<file path="src/rtl/operand_fetch.sv">
// Operand fetch / issue stage. It drives the register bank read indices and bypasses same-cycle
// writebacks. A pending-write scoreboard stalls RAW/WAW hazards, and the fetched operands are
// registered toward execute.
module operand_fetch #(
    parameter int OP_W = 8
) (
    input  logic            clk,
    input  logic            rst_async_n,

    input  logic            in_valid,
    output logic            in_ready,
    input  logic [OP_W-1:0] in_op,
    input  logic [3:0]      in_ra,
    input  logic [3:0]      in_rb,
    input  logic [3:0]      in_rc,
    input  logic [3:0]      in_rd,
    input  logic            in_wr,

    output logic [3:0]      rf_a_index,
    output logic [3:0]      rf_b_index,
    output logic [3:0]      rf_c_index,
    input  logic [31:0]     rf_a,
    input  logic [31:0]     rf_b,
    input  logic [31:0]     rf_c,

    input  logic            wb_en,
    input  logic [3:0]      wb_index,
    input  logic [31:0]     wb_data,

    input  logic            flush,

    output logic            out_valid,
    input  logic            out_ready,
    output logic [OP_W-1:0] out_op,
    output logic [3:0]      out_rd,
    output logic            out_wr,
    output logic [31:0]     out_a,
    output logic [31:0]     out_b,
    output logic [31:0]     out_c
);

    logic [15:0] pending;
    logic [15:0] pending_nxt;
    logic [15:0] wb_hit;
    logic [31:0] sel_a, sel_b, sel_c;
    logic        haz_a, haz_b, haz_c, haz_d;
    logic        stall;
    logic        accept;
    logic        flush_clear;

    assign rf_a_index = in_ra;
    assign rf_b_index = in_rb;
    assign rf_c_index = in_rc;

    // A one-hot vector of the register index that the bank writes this cycle. Index 0 is never hit.
    always_comb begin
        // NOTE: default first so every path assigns the vector; no latch is inferred
        wb_hit = '0;
        if (wb_en && (wb_index != 4'd0))
            wb_hit[wb_index] = 1'b1;
    end

    // The bank only updates at the clock edge, so a same-cycle writeback must be forwarded here.
    assign sel_a = wb_hit[in_ra] ? wb_data : rf_a;
    assign sel_b = wb_hit[in_rb] ? wb_data : rf_b;
    assign sel_c = wb_hit[in_rc] ? wb_data : rf_c;

    assign haz_a = pending[in_ra] && !wb_hit[in_ra];
    assign haz_b = pending[in_rb] && !wb_hit[in_rb];
    assign haz_c = pending[in_rc] && !wb_hit[in_rc];
    assign haz_d = in_wr && pending[in_rd] && !wb_hit[in_rd];

    assign stall    = in_valid && (haz_a || haz_b || haz_c || haz_d);
    assign in_ready = (!out_valid || out_ready) && !stall && !flush;
    assign accept   = in_valid && in_ready;

    assign flush_clear = flush && out_valid && out_wr && (out_rd != 4'd0);

    // Clears are applied before sets, so a new writer stays outstanding when its index is
    // retired in the same cycle.
    always_comb begin
        pending_nxt = pending & ~wb_hit;
        if (flush_clear)
            pending_nxt[out_rd] = 1'b0;
        if (accept && in_wr && (in_rd != 4'd0))
            pending_nxt[in_rd] = 1'b1;
        pending_nxt[0] = 1'b0;
    end

    always_ff @(posedge clk or negedge rst_async_n) begin
        if (!rst_async_n) begin
            // NOTE: sequential state uses non-blocking assignments only
            pending <= '0;
        end else begin
            pending <= pending_nxt;
        end
    end

    always_ff @(posedge clk or negedge rst_async_n) begin
        if (!rst_async_n) begin
            out_valid <= 1'b0;
            out_op    <= '0;
            out_rd    <= '0;
            out_wr    <= 1'b0;
            out_a     <= '0;
            out_b     <= '0;
            out_c     <= '0;
        end else if (flush) begin
            out_valid <= 1'b0;
        end else if (accept) begin
            out_valid <= 1'b1;
            out_op    <= in_op;
            out_rd    <= in_rd;
            out_wr    <= in_wr;
            out_a     <= sel_a;
            out_b     <= sel_b;
            out_c     <= sel_c;
        end else if (out_ready) begin
            out_valid <= 1'b0;
        end
    end

endmodule

</file>
<file path="config.mk">
export PLATFORM = sky130hd
export DESIGN_NAME = operand_fetch
export DESIGN_NICKNAME = d
export VERILOG_FILES = /design/src/rtl/operand_fetch.sv
export SDC_FILE = /design/constraint.sdc
export NUM_CORES = 1
export LEC_CHECK = 0
export CAP_MARGIN = 20
export CELL_PAD_IN_SITES_DETAIL_PLACEMENT = 1
export CELL_PAD_IN_SITES_GLOBAL_PLACEMENT = 1
export CORE_ASPECT_RATIO = 1.1
export CORE_MARGIN = 2
export CORE_UTILIZATION = 34
export CTS_CLUSTER_DIAMETER = 200
export DETAILED_ROUTE_END_ITERATION = 8
export PLACE_DENSITY_LB_ADDON = 0.1
export SETUP_SLACK_MARGIN = 0.1
export SYNTH_ARGS = -nofsm -noshare
export SYNTH_HDL_FRONTEND = slang
export SYNTH_SLANG_ARGS = --single-unit
</file>
<file path="constraint.sdc">
create_clock -name clk -period 2.9 [get_ports clk]
set_input_delay 0.435 -clock clk [delete_from_list [all_inputs] [get_ports clk]]
set_output_delay 0.435 -clock clk [all_outputs]
set_load 0.01 [all_outputs]
</file>
-- Word-level counts from Yosys, hierarchy flattened
Cells that the tools add are included.
- bits in registers: 125
- bits in latches: 0
- bits in writable memories: 0
- ROM bits: 0
- memories kept: 0
- add/sub/neg operators: 0
- $mul: 0
- div/mod/pow operators: 0
- magnitude comparators: 9
- equality and inequality tests: 0
- shifts and indexed selects: 0
- muxes and demuxes: 31
- bitwise logic cells: 6
- reduce and logical (&&, ||, !) cells: 34
- operators by type and width (cell ; number):
    $mux W32 ; 3
    $mux W16 ; 3
    $and A16 B16 Y16 ; 2
    $bmux W1 S4 ; 8
    $not A16 Y16 ; 2
    $lt A4 B5 Y1 const B ; 6
    $logic_and A1 B1 Y1 ; 18
    $or A16 B16 Y16 ; 1
    $mux W1 ; 14
    $demux W1 S4 ; 3
    $ge A4 B1 Y1 const B ; 3
    $reduce_bool A4 Y1 ; 3
    $logic_not A1 Y1 ; 7
    $logic_or A1 B1 Y1 ; 4
    $reduce_bool A3 Y1 ; 1
    $reduce_and A2 Y1 ; 1
    $not A1 Y1 ; 1

-- Depth between registers and ports, before layout
- depth in word-level cells: 20
- gate-level depth with buffers: 10
- mapped depth without buffers: 6

-- Worst setup path after synthesis
OpenSTA, ideal clock, no wires.
- path type: input-to-reg
- start point: in in_rc[0]
- end point: reg out_rd[0]
- arrival: 2467 ps
- required time: 2772 ps
- setup slack: 305 ps
- stages: 9
- path buffers: 3
- cells stage by stage: clkbuf_1 > mux4_2 > mux2i_1 > mux2i_1 > a22oi_2 > o2111ai_2 > buf_6 > buf_6 > mux2_1
- longest elaborated chain between the ends: 12
- ends and longest elaborated chain (what ; line ; text):
    from (decl) ; 15 ; input logic [3:0] in_rc,
    $bmux W1 S4 ; 70 ; assign haz_c = pending[in_rc] && !wb_hit[in_rc];
    $mux W1 (not written as such) ; 70 ;
    $logic_not A1 Y1 ; 70 ;
    $logic_and A1 B1 Y1 (*) ; 70 ;
    $logic_or A1 B1 Y1 (*) (2 in series) ; 73 ; assign stall = in_valid && (haz_a || haz_b || haz_c || haz_d);
    $logic_and A1 B1 Y1 (*) ; 73 ;
    $logic_not A1 Y1 (*) ; 74 ; assign in_ready = (!out_valid || out_ready) && !stall && !flush;
    $logic_and A1 B1 Y1 (*) (2 in series) ; 74 ;
    $logic_and A1 B1 Y1 (*) ; 75 ; assign accept = in_valid && in_ready;
    $reduce_and A2 Y1 (no line) (*) ; - ;
    to (signal assigned) ; 113 ; out_rd <= in_rd;
    to (decl) ; 35 ; output logic [3:0] out_rd,
Mark *: on every way between the ends. The rest lies on a longest branch, timed or not. The select of a mux whose other input is x is not followed.
A chain may end at the register's enable or synchronous reset.

-- Worst setup path after layout
- start point: in wb_index[1]
- end point: out in_ready
- longest elaborated chain between the ends: 16
- ends and longest elaborated chain (what ; line ; text):
    from (decl) ; 27 ; input logic [3:0] wb_index,
    $lt A4 B5 Y1 (not written as such) or $ge A4 B1 Y1 (tied branches) ; 60 ; wb_hit[wb_index] = 1'b1;
    $logic_and A1 B1 Y1 (not written as such) ; 60 ;
    $mux W1 (not written as such) ; 60 ;
    $demux W1 S4 ; 60 ;
    $mux W16 (*) ; 59 ; if (wb_en && (wb_index != 4'd0))
    $bmux W1 S4, on equally long branches ; 68, 69 ;
    $mux W1, on equally long branches ; 68, 69 ;
    $logic_not A1 Y1, on equally long branches ; 68, 69 ;
    $logic_and A1 B1 Y1, on equally long branches ; 68, 69 ;
    $logic_or A1 B1 Y1 (2 in series) ; 73 ;
    $logic_or A1 B1 Y1 (*) ; 73 ;
    $logic_and A1 B1 Y1 (*) ; 73 ;
    $logic_not A1 Y1 (*) ; 74 ;
    $logic_and A1 B1 Y1 (*) (2 in series) ; 74 ;
    to (decl) ; 11 ; output logic in_ready,
Marked as above.

==> run metrics <==
outcome finished with violations; failing checks negative hold slack; Post-Syn Nets 705; die area 22300 um2; fmax 360 MHz; routed len/inst 22.4 um; peak supply drop 0.436 mV; most frequent cells in the layout clkdlybuf4s50_1, mux2_2, dfrtp_1; Yosys reg bits 125; dpl hpwl 19.1 mm; Remaining DRCs 0; Slowest-stage cell, CP clkdlybuf4s50_1; final hold viol count 5; vias per cell 5.24; std cell rows 55; Worst setup SP type primary input; vias 6017; Pleak 0.00488 uW; final setup violation count 0; clock sinks 125; first-pass GRT wire length 38.9 mm; drt total wl 25.8 mm; CP bufs+invs 4; Max Root-Sink Buffers 2; Syn Std Cell Area 7190 um2; post-synthesis async set-or-reset flop share 100%; TritonCTS clock tree yes; H-Tree Depth 4; WP data required 2470 ps; Clock Skews 9.79 ps; most common cell after layout, fill and taps aside clkdlybuf4s50_1; Yosys Warn Count 0; Slew Viols, Final 0; GRT Overall Usage 22.9%; crit-path cells clkdlybuf4s50_1 -> buf_4 -> buf_4 -> nor4bb_4 -> a31oi_1 -> a2bb2oi_1 -> nand4_1 -> o211ai_1 -> a21oi_1 -> buf_2; synthesized instance count 542; area of the core 20600 um2; grt ovf 0; top cell type by total area after synthesis dfrtp_1; crit path capture type output port; WS Path Type in2out; Boundary Pins 286; RR Startpoint pending[7]; Die Width 143 um; Tcrit/Tclk final 95.7%; die height 156 um; synth unique cells 49; DR pass1 iterations 4; Filler Cell Count 2084; max-cap violation count 0; hold_ws -14.2 ps; Final ANT Viol Nets 0; GPL Wtd Cong 0.943; clock buffer count from CTS 17; delay-heaviest family, CP buffers and inverters; critical path peak fanout 8; Worst-Margin Slew 561 ps; starting DRC count in detailed routing 157; Reg area 3130 um2; Pwr per Cell Area 728 nW/um2; clk slew on worst S/H paths 60 ps; multi-input logic area 3820 um2; share of layout cells above drive strength 1 39.7%; fin nets 1041; number of flops mapped to enable cells by yosys 0; Most used DFF post-synth dfrtp_1; Hold WC Path Type in2async; register area share after synthesis 43.5%; Area growth syn-to-layout 60.8%; Yosys top cell area share 43.5%; initial antenna violation count 1; number of global-route vias before repair 6848; Crit path top cell by count buf_4; post-layout minimum cycle time 2770 ps; relative slew slack 62.6%; Mean Syn Cell Area 13.3 um2; largest net degree at the start of global routing 62; Setup TNS 0 ps; Clk Latency, worst-skew pair 430 ps; RSZ-0062 raised after global routing true; Clk Tree Root Cell clkbuf_16; Synth area leaders dfrtp_1, mux2_2, mux2_4, mux4_2, mux2i_1; total chip power 8420 uW; Starting Density 34.8%; Arrival @ worst endpoint 2340 ps; Max stage delay on crit path 420 ps; port buffer count 285; CP Launch Point wb_index[1]
==> logic make-up (layout without fill, tap and decap cells) <==
logic type      after synthesis  after routing  share of synthesized area [%]
other cells                   0              1                              0
mux                         231            231                           39.1
buf+inv                      60            409                           4.68
compound gates               54             54                           6.44
simple gates                 61             61                           4.96
xor+xnor                     11             11                           1.34
flops                       125            125                           43.5
==> power by group <==
part	switching [uW]	internal, uW	total [uW]
logic	1320	2250	3570
registers	455	2430	2880
clock network	867	1100	1970
==> cell usage after synthesis (8+ instances only) <==
library cell,n
inv_1,8
buf_4,12
nand3_1,10
nor2_1,8
mux2_2,173
mux4_2,11
mux2_4,27
mux2i_1,15
buf_2,17
o31ai_1,12
dfrtp_1,125
xnor2_1,10
nand2b_1,9
o221ai_1,14
nand2_1,10
clkbuf_1,16
==> area by class of cell <==
type / count / area share (%)
Multi-Input combinational cell: 357 / 33.0
Timing Repair Buffer: 369 / 32.2
Sequential cell: 125 / 27.1
Clock buffer: 17 / 3.68
Tap cell: 256 / 2.77
Clock inverter: 15 / 0.985
Inverter: 8 / 0.260
Antenna cell: 1 / 0.0216
==> worst register-to-register path, cell delays in order (launching register included) <==
cell and delay [ps]:
dfrtp_1 460, mux4_2 500, mux2i_1 160, mux2i_1 120, a22oi_2 210, buf_4 160, o2111ai_4 220, clkbuf_16 240
buf_4 160, o31ai_1 330
==> state kept, by name, indices dropped and copies added (netlist names) <==
register   flops
out_rd         4
pending       15
out_b         32
out_wr         1
out_op         8
out_a         32
out_valid      1
out_c         32
==> per-stage QoR <==
step	hold WS [ps]	setup slack [ps]	instance area, um2	instances	utilization (%)
6_report	-14.2	125	11600	1148	56.0
5_1_grt	9.06	-43.4	11600	1148	56.0
4_1_cts	4.11	110	11400	1140	55.1
3_5_place_dp	463	-495	10800	1105	52.2
3_3_place_gp	460	-463	10800	1105	52.2
2_1_floorplan	139	305	7190	542	-
==> final timing paths <==
| path | endpoint | slack, ps | cells after the start |
|---|---|---|---|
| worst min register to register | out_c[1] | 500 | 1 |
| worst max register to register | pending[9] | 230 | 9 |
| max in group asynchronous | out_a[2] | 2110 | 2 |
| worst max-delay path | in_ready | 130 | 10 |
| worst min-delay path | out_a[9] | -10 | 1 |
| min in group clk | out_c[1] | 500 | 1 |
==> per-layer routing <==
layer / up-vias / global-route usage, % / share of wire, %
li1: 2699 / - / -
met2: 215 / 40.2 / 52
met3: 34 / 7.93 / 7.3
met1: 3069 / 26.2 / 39
met4: 0 / 7.31 / 2.2
met5: - / 0 / 0
==> timing repair <==
action | CTS | global route
pin swaps | 5 | 7
hold buffers | 0 | 0
endpoints found under the setup margin | 6 | 108
setup buffers | 3 | 3
cloned | 0 | 6
resized for setup | 21 | 13
(Power assumes the default switching activity.)
